==> src/rtl/pixel_effects_pkg.sv <==
// pixel_effects_pkg: effect select codes and frame FSM states shared by the pixel effects engine
package pixel_effects_pkg;
  typedef enum logic [2:0] {
    EFF_NONE      = 3'd0,
    EFF_BRIGHTEN  = 3'd1,
    EFF_DARKEN    = 3'd2,
    EFF_GRAY      = 3'd3,
    EFF_INVERT    = 3'd4,
    EFF_THRESHOLD = 3'd5
  } eff_e;
  typedef enum logic [1:0] {S_IDLE, S_RUN, S_DRAIN, S_DONE} state_e;
endpackage

==> src/rtl/pixel_effects_alu.sv <==
// pixel_effects_alu: one colour lane (eff, ch, amount in; res, clip out); saturating add/sub, invert, threshold, else pass
module pixel_effects_alu
  import pixel_effects_pkg::*;
#(
  parameter int CH_W = 8
) (
  input  logic [2:0]      eff,
  input  logic [CH_W-1:0] ch,
  input  logic [CH_W-1:0] amount,
  output logic [CH_W-1:0] res,
  output logic            clip
);
  logic [CH_W:0] sum, diff;
  assign sum  = {1'b0, ch} + {1'b0, amount};
  assign diff = {1'b0, ch} - {1'b0, amount};
  assign res  = eff == EFF_BRIGHTEN  ? (sum[CH_W] ? '1 : sum[CH_W-1:0]) :
                eff == EFF_DARKEN    ? (diff[CH_W] ? '0 : diff[CH_W-1:0]) :
                eff == EFF_INVERT    ? ~ch :
                eff == EFF_THRESHOLD ? {CH_W{ch >= amount}} : ch;
  assign clip = (eff == EFF_BRIGHTEN && sum[CH_W]) || (eff == EFF_DARKEN && diff[CH_W]);
endmodule

==> src/rtl/pixel_effects_engine.sv <==
// pixel_effects_engine: frame copy RAM->effect->RAM (start/eff/amount/rd_data in; rd_*, wr_*, pixel_out, busy, done, sat_count out); sat_count live only with PIXEL_EFFECTS_SAT_CNT_EN
module pixel_effects_engine
  import pixel_effects_pkg::*;
#(
  parameter int CH_W    = 8,
  parameter int NUM_CH  = 3,
  parameter int NUM_PIX = 900,
  parameter int ADDR_W  = 10
) (
  input  logic                     clk,
  input  logic                     rst,
  input  logic                     start,
  input  logic [2:0]               eff,
  input  logic [CH_W-1:0]          amount,
  output logic                     rd_en,
  output logic [ADDR_W-1:0]        rd_addr,
  input  logic [NUM_CH*CH_W-1:0]   rd_data,
  output logic                     wr_en,
  output logic [ADDR_W-1:0]        wr_addr,
  output logic [NUM_CH*CH_W-1:0]   pixel_out,
  output logic                     busy,
  output logic                     done,
  output logic [ADDR_W:0]          sat_count
);
  state_e state_q, state_d;
  logic drain_q, drain_d, rd_en_q, rd_en_d, busy_q, busy_d, done_q, done_d;
  logic v1_q, v1_d, wr_en_q, wr_en_d;
  logic [2:0] eff_q, eff_d;
  logic [CH_W-1:0] amt_q, amt_d;
  logic [ADDR_W-1:0] rd_addr_q, rd_addr_d, a1_q, a1_d, wr_addr_q, wr_addr_d;
  logic [NUM_CH*CH_W-1:0] res_w, pix_w, pix_q, pix_d;
  logic [NUM_CH-1:0] clip_w;
  logic [CH_W-1:0] gray;
  logic gray_en;
  for (genvar c = 0; c < NUM_CH; c++) begin : g_lane
    pixel_effects_alu #(.CH_W(CH_W)) u_alu (
      .eff(eff_q), .ch(rd_data[c*CH_W +: CH_W]), .amount(amt_q),
      .res(res_w[c*CH_W +: CH_W]), .clip(clip_w[c])
    );
  end
  if (NUM_CH == 3) begin : g_gray
    assign gray = CH_W'(({2'b0, rd_data[0 +: CH_W]} + {1'b0, rd_data[CH_W +: CH_W], 1'b0}
                        + {2'b0, rd_data[2*CH_W +: CH_W]} + (CH_W+2)'(2)) >> 2);
    assign gray_en = eff_q == EFF_GRAY;
  end else begin : g_nogray
    assign gray = '0;
    assign gray_en = 1'b0;
  end
  assign pix_w = gray_en ? {NUM_CH{gray}} : res_w;
  always_comb begin
    state_d = state_q;
    drain_d = drain_q;
    eff_d = eff_q;
    amt_d = amt_q;
    rd_addr_d = rd_addr_q;
    case (state_q)
      S_IDLE: if (start) begin
        state_d = S_RUN;
        eff_d = eff;
        amt_d = amount;
        rd_addr_d = '0;
      end
      S_RUN: if (rd_addr_q == ADDR_W'(NUM_PIX-1)) begin
        state_d = S_DRAIN;
        drain_d = 1'b0;
      end else rd_addr_d = rd_addr_q + ADDR_W'(1);
      S_DRAIN: begin
        drain_d = 1'b1;
        state_d = drain_q ? S_DONE : S_DRAIN;
      end
      default: state_d = S_IDLE;
    endcase
    rd_en_d = state_d == S_RUN;
    busy_d = state_d == S_RUN || state_d == S_DRAIN;
    done_d = state_d == S_DONE;
    v1_d = rd_en_q;
    a1_d = rd_addr_q;
    wr_en_d = v1_q;
    wr_addr_d = v1_q ? a1_q : wr_addr_q;
    pix_d = v1_q ? pix_w : pix_q;
  end
  always_ff @(posedge clk) begin
    if (rst) begin
      state_q <= S_IDLE;
      drain_q <= 1'b0;
      eff_q <= '0;
      amt_q <= '0;
      rd_en_q <= 1'b0;
      rd_addr_q <= '0;
      busy_q <= 1'b0;
      done_q <= 1'b0;
      v1_q <= 1'b0;
      a1_q <= '0;
      wr_en_q <= 1'b0;
      wr_addr_q <= '0;
      pix_q <= '0;
    end else begin
      state_q <= state_d;
      drain_q <= drain_d;
      eff_q <= eff_d;
      amt_q <= amt_d;
      rd_en_q <= rd_en_d;
      rd_addr_q <= rd_addr_d;
      busy_q <= busy_d;
      done_q <= done_d;
      v1_q <= v1_d;
      a1_q <= a1_d;
      wr_en_q <= wr_en_d;
      wr_addr_q <= wr_addr_d;
      pix_q <= pix_d;
    end
  end
`ifdef PIXEL_EFFECTS_SAT_CNT_EN
  logic [ADDR_W:0] sat_q, sat_d;
  always_comb sat_d = (state_q == S_IDLE && start) ? '0 :
                      (v1_q && |clip_w) ? sat_q + (ADDR_W+1)'(1) : sat_q;
  always_ff @(posedge clk) sat_q <= rst ? '0 : sat_d;
  assign sat_count = sat_q;
`else
  logic sat_unused;
  assign sat_unused = ^clip_w;
  assign sat_count = '0;
`endif
  assign rd_en = rd_en_q;
  assign rd_addr = rd_addr_q;
  assign wr_en = wr_en_q;
  assign wr_addr = wr_addr_q;
  assign pixel_out = pix_q;
  assign busy = busy_q;
  assign done = done_q;
endmodule

==> config.mk <==
export PLATFORM = sky130hd
export DESIGN_NAME = pixel_effects_engine
export DESIGN_NICKNAME = d
export VERILOG_FILES = /design/src/rtl/pixel_effects_pkg.sv /design/src/rtl/pixel_effects_alu.sv /design/src/rtl/pixel_effects_engine.sv
export SDC_FILE = /design/constraint.sdc
export NUM_CORES = 1
export LEC_CHECK = 0
export ABC_CLOCK_PERIOD_IN_PS = 6900
export CAP_MARGIN = 30
export CORE_MARGIN = 1.5
export CORE_UTILIZATION = 55
export CTS_CLUSTER_DIAMETER = 120
export DETAILED_ROUTE_END_ITERATION = 8
export PLACE_DENSITY = 0.85
export SLEW_MARGIN = 20
export SYNTH_ARGS = -nofsm -noshare
export SYNTH_HDL_FRONTEND = slang
export SYNTH_SLANG_ARGS = --single-unit
export TNS_END_PERCENT = 100
==> constraint.sdc <==
create_clock -name clk -period 6.9 [get_ports clk]
set_input_delay 1.725 -clock clk [delete_from_list [all_inputs] [get_ports clk]]
set_output_delay 1.725 -clock clk [all_outputs]
set_load 0.05 [all_outputs]
### Word-level counts from Yosys, hierarchy flattened

Index checks and enable logic that the tools add are counted.

* bits in registers: 73
* latch bits: 0
* RAM bits: 0
* ROM bits: 0
* output and inout port bits: 59
* memories kept: 0

* add/subtract/negate cells: 10
* multiply operators: 0
* divide/modulo/power cells: 0
* magnitude comparators: 3
* equality and inequality tests: 14
* shifts and indexed selects: 0
* multiplexer cells: 28
* bitwise gates (word level): 3
* reduce and logical (&&, ||, !) cells: 7

Operator list (number)
* two-way mux 8 bit: 18
* adder 8 x 8 -> 9 bit: 3
* subtractor 8 x 8 -> 9 bit: 3
* >= comparator 8 bit: 3
* two-way mux 24 bit: 1
* NOT 8 bit: 3
* two-way mux 10 bit: 2
* case mux 10 bit (2 select lines): 1
* adder 10 x 1 -> 10 bit, second input constant: 1
* adder 10 x 2 -> 10 bit, second input constant: 1
* adder 10 x 8 -> 10 bit: 1
* adder 8 x 9 -> 10 bit: 1
* == test 10 bit, second input constant: 1
* == test 2 bit, second input constant: 3
* == test 3 x 2 -> 1 bit, second input constant: 2
* == test 3 bit, second input constant: 2
* inequality test 2 bit, second input constant: 3
* case mux 2 bit (3 select lines): 1
* == test 2 x 1 -> 1 bit, second input constant: 2
* two-way mux 2 bit: 2
* AND reduction 2 bit: 2
* nonzero test 2 bit: 2
* == test 3 x 1 -> 1 bit, second input constant: 1
* AND reduction 3 bit: 1
* 4 further kinds: 5

### Longest topological paths before layout

* depth after elaboration: 6
* gate-level depth with buffers: 10
* gate-level depth less buffers: 10

### By module

A second synthesis with hierarchy kept.

* cell total of the unflattened synthesis: 844
* area total of the unflattened synthesis: 6686.4 um^2

Modules (own cells, without submodules)
* pixel_effects_engine: instances 1, cells an instance 370, area an instance 3358.2 um^2
* pixel_effects_alu (g_lane[1].u_alu ...): instances 2, cells an instance 158, area an instance 1097.3 um^2
* pixel_effects_alu (g_lane[0].u_alu): instances 1, cells an instance 158, area an instance 1133.6 um^2

### Worst setup path before layout

No wires, ideal clock.

* kind: input port to flip-flop
* start point: input port rd_data[2]
* end point: register pix_q[21] (netlist: pixel_out[21])
* arrival time: 3823 ps
* required time: 6797 ps
* path slack: 2973 ps
* stages on the path: 8
* path buffers: 0
* cell sequence: fa_1 -> ha_1 -> nand3_1 -> o2111a_1 -> or3_1 -> a32oi_2 -> inv_1 -> a2111oi_2

* longest elaborated chain between the ends: 4

Ends and longest elaborated chain
* start, declared: RTL line pixel_effects_engine.sv:17 `input logic [NUM_CH*CH_W-1:0] rd_data,`
* adder 8 x 9 -> 10 bit: RTL line pixel_effects_engine.sv:42 `assign gray = CH_W'(({2'b0, rd_data[0 +: CH_W]} + {1'b0, rd_data[CH_W +: CH_W], 1'b0}`
* adder 10 x 8 -> 10 bit: RTL line pixel_effects_engine.sv:43 `+ {2'b0, rd_data[2*CH_W +: CH_W]} + (CH_W+2)'(2)) >> 2);`
* adder 10 x 2 -> 10 bit: RTL line pixel_effects_engine.sv:43
* two-way mux 24 bit: RTL line pixel_effects_engine.sv:49 `assign pix_w = gray_en ? {NUM_CH{gray}} : res_w;`
* end signal, assigned: RTL line pixel_effects_engine.sv:110 `pix_q <= pix_d;`
* end, declared: RTL line pixel_effects_engine.sv:31 `logic [NUM_CH*CH_W-1:0] res_w, pix_w, pix_q, pix_d;`

Every way passes these cells.
A chain may end at the register's enable or synchronous reset.

### Worst setup path after layout

* start point: input port rd_data[11]
* end point: register pix_q[20] (netlist: pixel_out[20])

Same word-level chain as after synthesis.

==> metrics.md <==
| Metric | Value |
|---|---|
| Pwr dens | 188 nW/um^2 |
| Worst hold-check path type | reg -> reg |
| Max VDD drop | a little under 0.2 mV |
| Most used flip-flop cell after synthesis | sky130_fd_sc_hd__dfxtp_1 |
| Number of flops mapped to enable cells by yosys | 0 |
| Total CTS buffers | 9 |
| Final setup violation count | 0 |
| Combinational share of power | roughly 40% |
| Synth-to-Final Area Change | 16.0% |
| Setup Fix Bufs, Post-CTS | 0 |
| Final nets | between 1000 and 1500 |
| Die height | approximately 120 um |
| Number of buffers between clock root and the deepest sink | 2 |
| Cell depth of the worst flop-to-flop path | 8 |
| Final HPWL DP | around 18000 um |
| Synthesized cell area | between 6000 and 7000 sq um |
| Startpoint of the most critical register-to-register path | amt_q[2] |
| Area enclosed by the die boundary | between 10000 and 15000 sq um |
| Cell internal power dissipation | ~0.93 mW |
| Global placer's final weighted congestion | 1.04 |
| Critical Path Start Type | input port |
| Power share of the clock group | between 30% and 40% |
| Violation count after the first detailed-routing iteration | 939 |
| Leak pwr | around 3.1 nW |
| Routing usage on met2 | 54.0% |
| Fin Clk Skew | approximately 0.0083 ns |
| Worst-Margin Slew | a little over 1 ns |
| Wirelength, routed | 23500 um |
| Number of nets with antenna violations after detailed routing | 0 |
| NetSw | between 0.5 and 0.6 mW |
| Arrival time worst endpoint | about 4.9 ns |
| Proportion of total power due to net switching | approximately two fifths |
| Pin count of the biggest net entering global routing | 55 |
| Number of global-route vias before repair | between 6000 and 7000 |
| Final critical-path share of the clock period | about two thirds |
| Setup slack of the most critical reg-to-reg path | around 3.6 ns |
| Number of max-slew violations in the final report | 0 |
| Fill count | 1054 |
| TritonCTS clock tree | built |
| GR Util met3 | 8.68% |
| Part of the Yosys area used for sequential elements | roughly a fifth |
| Fmax | 214 MHz |
| Most frequent cells in the layout | 96 x sky130_fd_sc_hd__nor2_1, 85 x sky130_fd_sc_hd__a21oi_1, 84 x sky130_fd_sc_hd__clkdlybuf4s50_1 |
| Grt ovf | 0 |
| Area used by multi-input combinational logic | roughly 5000 sq um |
| Crit path to | pixel_out[20] |
| Most utilized layer in the global route result | met2 |
| Max-slew headroom at the worst pin | roughly a third |
| Number of iterations in the first detailed-routing pass | 6 |
| Fraction of synthesis flops using an asynchronous set or reset pin | 0% |
| Status | completed |
| Sinks on the clock net | 73 |
| Starting utilization of the core area | 57.2% |
| Grt met1 use | a little under half |
| Kind of end point of the critical path | register |
| Number of distinct library cells after synthesis | between 80 and 90 |
| Synthesized netlist cell count | 910 |
| Final routed wire length divided by cell count | 20.7 um |
| Critical register-to-register path endpoint | pixel_out[1] |
| Hold Violations, Final | 0 |
| Data required time at the worst endpoint | around 7 ns |
| Minimum clock period | 4.68 ns |
| Clock H-tree levels | 3 |
| IO Port Bufs | 85 |
| Clock root buffer | sky130_fd_sc_hd__clkbuf_16 |
| Number of register bits inferred by synthesis | 73 |
| Setup tns final | 0 ns |
| Class of the most critical setup path | in -> reg |
| Most frequent standard cell in the layout excluding fill and tap cells | sky130_fd_sc_hd__nor2_1 |
| First-pass GRT wire length | ~36000 um |
| Unrepaired setup endpoints after global routing | no |
| Yosys synthesis warning count | 0 |
| Post-CTS Resized | 0 |
| Area occupied by registers | between 1000 and 1500 sq um |
| Timing startpoint of the critical path | rd_data[11] |
| Via density per instance | 6.41 |
| Clock insertion delay at the later pin of the skew report | ~0.33 ns |
| Chip Width | between 100 and 150 um |
| CTS clk-pin slew, worst paths | ~0.06 ns |
| Cts-stage hold buffer count | 0 |
| Number of vias in the routed layout | 7290 |
| Site Rows | 40 |
| Total inserted antenna cells | 0 |
| Average cell area after synthesis | between 7 and 8 sq um |
| Worst-path fanout max | 6 |
| Antenna violations before repair | 0 |
| Sequential share of power | 30.4% |
| Maximum capacitance violations | 0 |
| I/O pins | 97 |
| Core area | between 10000 and 15000 sq um |
| Final-layout worst hold slack | 0.466 ns |
| Total global routing track utilization | between 30% and 40% |
| Fraction of layout instances using a drive strength above 1 | ~5.6% |
| DRC errors left | 0 |
[how the worst min path moves through the flow]
stage | start | to | slack (ns) | cells past startpoint
floorplan | a1_q[6] | wr_addr[6] | 0.44 | 2
global placement | a1_q[8] | wr_addr[8] | 0.45 | 2
detailed placement | a1_q[6] | wr_addr[6] | 0.46 | 2
CTS | a1_q[0] | wr_addr[0] | 0.47 | 2
global route | a1_q[2] | wr_addr[2] | 0.48 | 2
finish | a1_q[0] | wr_addr[0] | 0.47 | 2
[registers in the layout, summed over array words and instances (netlist names)]
signal,count
wr_addr,10
wr_en,1
a1_q,10
pixel_out,24
drain_q,1
rd_en,1
eff_q,3
rd_addr,10
amt_q,8
state_q,2
done,1
busy,1
v1_q,1
[cell type report]
| class | instances | share of cell area (%) |
|---|---|---|
| timing repair buffer | 95 | 11.4 |
| tap | 168 | 2.60 |
| multi-input combinational | 734 | 61.8 |
| clock buffer | 9 | 2.79 |
| clock inverter | 7 | 0.868 |
| sequential | 73 | 18.1 |
| inverter | 52 | 2.42 |
[metrics by stage]
stage	power [mW]	cells	utilization (%)	worst slack, ns	cell area, sq um
6_report	1.52	1138	66.4	2.22	8080
5_1_grt	1.58	1138	66.4	2.02	8080
4_1_cts	1.50	1138	66.4	2.32	8080
3_5_place_dp	1.05	1122	64.0	1.99	7780
3_3_place_gp	1.05	1121	63.9	1.97	7770
2_1_floorplan	0.882	920	-	2.97	7000
[power groups by stage]
stage                     Clock (mW)  Combinational [mW]  Sequential (mW)
after floorplan                    0               0.371            0.511
after global placement             0               0.583            0.468
after detailed placement           0               0.583            0.468
after CTS                      0.458               0.586            0.460
after global routing           0.478               0.644            0.462
final                          0.455               0.602            0.460
[critical path, cell delays in order]
cell and delay (ns):
sky130_fd_sc_hd__clkdlybuf4s50_1 0.67, sky130_fd_sc_hd__fa_1 0.53, sky130_fd_sc_hd__ha_1 0.40, sky130_fd_sc_hd__nand3_1 0.11, sky130_fd_sc_hd__o211ai_1 0.31, sky130_fd_sc_hd__o21ai_0 0.15
sky130_fd_sc_hd__mux2i_1 0.28, sky130_fd_sc_hd__a21oi_1 0.22, sky130_fd_sc_hd__a2111oi_0 0.46
[Yosys cell counts (all sizes together), types with 14 or more instances]
| library cell | instances | area, sq um |
|---|---|---|
| o211ai | 15 | 113 |
| o21ai | 58 | 290 |
| nand2b | 19 | 126 |
| nand3 | 18 | 90.1 |
| nand2 | 64 | 240 |
| clkbuf | 24 | 100 |
| ha | 61 | 763 |
| dfxtp | 73 | 1460 |
| mux2i | 18 | 180 |
| nor2b | 30 | 188 |
| inv | 52 | 195 |
| a211oi | 29 | 223 |
| buf | 36 | 216 |
| xnor2 | 14 | 123 |
| a21oi | 86 | 434 |
| nor3 | 26 | 130 |
| nor2 | 96 | 360 |
[layer usage]
metal | share of wire, % | vias up
met1 | 41 | 3344
met2 | 43 | 457
li1 | - | 3391
met3 | 10 | 98
met5 | 0 | -
met4 | 5.3 | 0
[cells by family (layout without fill, tap and decap cells)]
| kind of cell | after synthesis | count (layout) | synth area share [%] |
|---|---|---|---|
| fa+ha+maj | 77 | 77 | 15.0 |
| buf+inv | 113 | 163 | 7.82 |
| flops | 73 | 73 | 21.0 |
| compound gates | 290 | 290 | 27.9 |
| other cells | 1 | 11 | 0.0539 |
| simple gates | 312 | 312 | 22.3 |
| xor+xnor | 26 | 26 | 3.27 |
| mux | 18 | 18 | 2.59 |
No activity file was read; power rests on OpenSTA's default activity.
